## src/rtl/mem_port_arbiter.sv

```systemverilog
// Shares one SRAM port between fetch (read-only) and data (LW/SW) requesters; WAIT_CYCLES-cycle access then a one-cycle ack.
// Transfer latency is WAIT_CYCLES+2 cycles; requests are level-held until ack and stall covers every unserved request.
module mem_port_arbiter #(
  parameter int WAIT_CYCLES = 2,
  parameter int SRAM_AW     = 20
) (
  input  logic               clk,
  input  logic               rst,
  input  logic               if_req,
  input  logic [31:0]        if_addr,
  output logic [31:0]        if_rdata,
  output logic               if_ack,
  input  logic               mem_req,
  input  logic               mem_we,
  input  logic [31:0]        mem_addr,
  input  logic [31:0]        mem_wdata,
  output logic [31:0]        mem_rdata,
  output logic               mem_ack,
  output logic               stall,
  output logic [SRAM_AW-1:0] sram_addr,
  output logic [31:0]        sram_wdata,
  input  logic [31:0]        sram_rdata,
  output logic               sram_ce_n,
  output logic               sram_oe_n,
  output logic               sram_we_n
);

  localparam logic [1:0] S_IDLE   = 2'd0;
  localparam logic [1:0] S_ACCESS = 2'd1;
  localparam logic [1:0] S_DONE   = 2'd2;
  localparam logic [3:0] CNT_INIT = 4'(WAIT_CYCLES - 1);

  logic [1:0]         r_state;
  logic [3:0]         r_cnt;
  logic               r_last_mem;
  logic               r_gnt_mem;
  logic               r_we;
  logic               r_if_ack;
  logic               r_mem_ack;
  logic [31:0]        r_if_rdata;
  logic [31:0]        r_mem_rdata;
  logic               r_ce_n;
  logic               r_oe_n;
  logic               r_we_n;
  logic [SRAM_AW-1:0] r_sram_addr;
  logic [31:0]        r_sram_wdata;

  logic        w_any_req;
  logic        w_gnt_mem;
  logic        w_gnt_we;
  logic [31:0] w_req_addr;
  logic        w_unused_addr;

  // On a tie the data port wins unless it was the one served last.
  assign w_any_req  = if_req | mem_req;
  assign w_gnt_mem  = mem_req & (~if_req | ~r_last_mem);
  assign w_gnt_we   = w_gnt_mem & mem_we;
  assign w_req_addr = w_gnt_mem ? mem_addr : if_addr;
  assign w_unused_addr = ^{w_req_addr[31:SRAM_AW+2], w_req_addr[1:0]};

  // Strobes are registered so the SRAM pins never see decode glitches.
  always_ff @(posedge clk or negedge rst) begin
    if (!rst) begin
      r_state      <= S_IDLE;
      r_cnt        <= 4'd0;
      r_last_mem   <= 1'b0;
      r_gnt_mem    <= 1'b0;
      r_we         <= 1'b0;
      r_if_ack     <= 1'b0;
      r_mem_ack    <= 1'b0;
      r_if_rdata   <= 32'd0;
      r_mem_rdata  <= 32'd0;
      r_ce_n       <= 1'b1;
      r_oe_n       <= 1'b1;
      r_we_n       <= 1'b1;
      r_sram_addr  <= '0;
      r_sram_wdata <= 32'd0;
    end else begin
      r_if_ack  <= 1'b0;
      r_mem_ack <= 1'b0;
      case (r_state)
        S_IDLE: begin
          if (w_any_req) begin
            r_state     <= S_ACCESS;
            r_gnt_mem   <= w_gnt_mem;
            r_we        <= w_gnt_we;
            r_cnt       <= CNT_INIT;
            r_sram_addr <= w_req_addr[SRAM_AW+1:2];
            if (w_gnt_mem) begin
              r_sram_wdata <= mem_wdata;
            end
            r_ce_n <= 1'b0;
            r_oe_n <= w_gnt_we;
            r_we_n <= ~w_gnt_we;
          end
        end
        S_ACCESS: begin
          if (r_cnt == 4'd0) begin
            r_state <= S_DONE;
            r_ce_n  <= 1'b1;
            r_oe_n  <= 1'b1;
            r_we_n  <= 1'b1;
            if (!r_we) begin
              if (r_gnt_mem) begin
                r_mem_rdata <= sram_rdata;
              end else begin
                r_if_rdata <= sram_rdata;
              end
            end
            r_if_ack  <= ~r_gnt_mem;
            r_mem_ack <= r_gnt_mem;
          end else begin
            r_cnt <= r_cnt - 4'd1;
            // Release we_n one cycle early so address/data outlive its rising edge.
            if (r_cnt == 4'd1) begin
              r_we_n <= 1'b1;
            end
          end
        end
        S_DONE: begin
          r_state    <= S_IDLE;
          r_last_mem <= r_gnt_mem;
        end
        default: r_state <= S_IDLE;
      endcase
    end
  end

  assign if_ack     = r_if_ack;
  assign mem_ack    = r_mem_ack;
  assign if_rdata   = r_if_rdata;
  assign mem_rdata  = r_mem_rdata;
  assign sram_ce_n  = r_ce_n;
  assign sram_oe_n  = r_oe_n;
  assign sram_we_n  = r_we_n;
  assign sram_addr  = r_sram_addr;
  assign sram_wdata = r_sram_wdata;
  assign stall      = (if_req & ~r_if_ack) | (mem_req & ~r_mem_ack);

endmodule

```

## config.mk

```make
export PLATFORM = sky130hd
export DESIGN_NAME = mem_port_arbiter
export DESIGN_NICKNAME = d
export VERILOG_FILES = /design/src/rtl/mem_port_arbiter.sv
export SDC_FILE = /design/constraint.sdc
export NUM_CORES = 1
export LEC_CHECK = 0
export CAP_MARGIN = 20
export CORE_MARGIN = 1
export CORE_UTILIZATION = 41
export CTS_CLUSTER_DIAMETER = 30
export DETAILED_ROUTE_END_ITERATION = 16
export HOLD_SLACK_MARGIN = 0.12
export PLACE_DENSITY_LB_ADDON = 0.3
export SETUP_SLACK_MARGIN = 0.15
export SYNTH_ARGS = -nofsm -noshare
export SYNTH_HDL_FRONTEND = slang
export SYNTH_SLANG_ARGS = --single-unit
export TNS_END_PERCENT = 30
```

## constraint.sdc

```tcl
create_clock -name clk -period 2.9 [get_ports clk]
set_input_delay 0.29 -clock clk [delete_from_list [all_inputs] [get_ports clk]]
set_output_delay 0.29 -clock clk [all_outputs]
set_load 0.01 [all_outputs]
```

==> reports/metrics.yaml <==
drt-initial-drc-count: 167
syn_to_final_growth_pct: 54.5
synthTopCellsByCount: "dfrtp_1, mux2_4, nand2_1"
num-fill-cells: 940
htreeDepth: 4
gp_congestion: 0.781
fmax_ghz: 0.409
synth_seq_area_share: 0.594
ant_nets: 0
drc: 0
core.rowCount: 41
dp.cells: 765
fp.dieH_um: 118
yosys_most_used_dff: "dfrtp_1"
stdcell_count: 798
pin_count: 255
regArea_um2: 3260
die-area_um2: 13800
cp_num_cells: 5
multi_input_area_um2: 1990
cp_top_family: "simple AND/OR/NAND/NOR gates"
cpPeakStageDelay_ps: 740
die_x_um: 118
core_um2: 12800
grt.met1_usage: 0.250
critPathCaptureType: "flip-flop"
clk_pin_slew_ps: 60
routed_wl_um: 13300
layout-drive-gt1-share: 0.235
dpl_cell_area_um2: 7850
grt_overflow: 0
worst-path-max-fanout: 32
crit_slowest_cell: "or4_4"
clock_path_buffers: 2
syn_area_um2: 5490
dr.pass1.iters: 5
numPortBuffers: 230
antenna_cells: 0
numCtsBuffers: 17
gr-usage-met3: 0.0741
avgSynthCellArea_um2: 14.4
ff2ff_setup_slack_ps: 450
fin_tns_setup_ps: 0
ctsRootBufferMaster: "clkbuf_16"
slew-limit-headroom: 0.483
drv_cap: 0
via_per_inst: 4.99
rr_worst_depth: 5
worst_setup_path_startpoint: "r_cnt[0]"
p_leak_nw: 3.75
cts_setup_buffers: 0
cp_cell_sequence: "inv_1 -> ha_1 -> or3b_4 -> or4_4 -> mux2_4"
yosysWarnings: 0
syn_nets: 516
grt_max_degree: 53
cp_data_arrival_time_ps: 2740
setup_violations: 0
hpwl_um: 9300
slew_viol_final: 0
peakVddDrop_mv: 0.631
grt_pass1_vias: 4191
min_path_type: "in -> async"
grt_antenna_before_repair: 0
clkLatencyLatePin_ps: 410
synth_area_leaders: "dfrtp_1, mux2_4, mux2_2"
synth.most_common_cell: "dfrtp_1"
cts_tree: "done"
tightest_slew_ps: 776
clock_skew_ps: 5.05
netlist_instances: 381
utilization: 0.661
rsz0062_at_grt: "no"
wl_per_cell_um: 16.7
cp.required_ps: 3190
critical_path_class: "reg -> reg"
cts.sinks: 130
timing.rr.end: "if_rdata[24]"
hold_slack_ps: 422
met2_usage: 0.339
r2r-start: "r_cnt[0]"
busiest_layer: "met2"
design_area_um2: 8480
min_period_ps: 2450
ys_types: 35
final-hold-violation-count: 0
start_util: 0.428
synth_seq_cells: 130
final.period_utilization: 0.843
status: "finished clean"
async_flop_share: 1.00
synth_top_cell_by_area: "dfrtp_1"
layout.nets: 748
via_count: 3984
grt_pass1_wl_um: 22000
powerDensity_nw_per_um2: 1170
crit_end: "if_rdata[24]"
critPathLaunchType: "flip-flop"
synth-edff-count: 0
cp.buffers_inverters: 1
grtUsageTotal: 0.204
yosysTopAreaCellShare: 0.579
-- kinds of logic after synthesis --
logic type	share of synthesized area
compound gates	0.0632
fa+ha+maj	0.00456
buf+inv	0.0440
flops	0.594
mux	0.240
simple gates	0.0545
-- registers in the layout, indices dropped and copies added (netlist names) --
| register | count |
|---|---|
| sram_ce_n | 1 |
| sram_oe_n | 1 |
| mem_rdata | 32 |
| r_gnt_mem | 1 |
| if_rdata | 32 |
| r_we | 1 |
| r_cnt | 4 |
| r_last_mem | 1 |
| sram_addr | 20 |
| if_ack | 1 |
| sram_we_n | 1 |
| r_state | 2 |
| mem_ack | 1 |
| sram_wdata | 32 |
-- metal layers --
metal,wire (µm),share of wire,vias up
met5,0,0,-
met4,172,0.013,0
met3,984,0.074,18
met2,6550,0.49,187
met1,5620,0.42,1970
li1,-,-,1809
-- cells in the final DEF, fill, tap and decap left out, types with 2 or more instances in the layout --
cell type and instances:
clkinv_4 6, clkbuf_16 17, a21o_1 2, a21oi_1 22, mux2_4 60, bufinv_16 3
dfrtp_1 127, nand2_1 42, clkinvlp_4 4, mux2_2 37, nor4_1 2, nor3_1 5
dfstp_2 3, or4_4 2, a31oi_1 20, nand3_1 2, buf_4 6, clkdlybuf4s50_1 229
inv_1 8, ha_1 2, o21ai_0 4, nor2_1 3, a22o_1 2
-- area by class of cell --
cell class	instances	area share
Clock buffer	17	0.0502
Multi-Input combinational cell	219	0.235
Tap cell	172	0.0254
Timing Repair Buffer	237	0.279
Sequential cell	130	0.384
Inverter	8	0.00354
Clock inverter	15	0.0220
-- power breakdown --
group | switching (mW) | internal [mW] | total [mW] | leakage [nW]
sequential | 0.550 | 2.76 | 3.31 | 1.52
clock | 0.815 | 1.36 | 2.17 | 0.286
combinational | 1.67 | 2.80 | 4.47 | 1.94
total | 3.04 | 6.92 | 9.95 | 3.75
-- through the flow --
step / setup slack, ps / power [mW]
after CTS: 453 / 10.1
after floorplan: 710 / 5.58
final: 455 / 9.95
after global placement: 503 / 7.69
after global routing: 364 / 10.5
after detailed placement: 462 / 7.81
-- what timing repair did --
item | 4_1_cts | 5_1_grt
hold endpoints to repair | 39 | 0
hold buffers | 1 | 0
gates resized for setup | 0 | 0
-- worst min path at each step --
stage / startpoint / endpoint / slack [ps] / depth (start not counted)
global placement: rst / mem_rdata[24] / 320 / 1
global route: if_addr[14] / sram_addr[12] / 430 / 3
finish: rst / mem_rdata[24] / 420 / 2
CTS: if_addr[14] / sram_addr[12] / 420 / 3
floorplan: rst / if_ack / -6 / 0
detailed placement: rst / mem_rdata[24] / 330 / 1
-- worst reg2reg max path: cells and delay by family (launching register included) --
kind / cells / cell delay, ps
AND/OR/NAND/NOR: 2 / 1180
multiplexers: 1 / 420
flip-flops: 1 / 410
adder cells (fa/ha/maj): 1 / 220
buffers and inverters: 1 / 90
(Power assumes the default switching activity.)
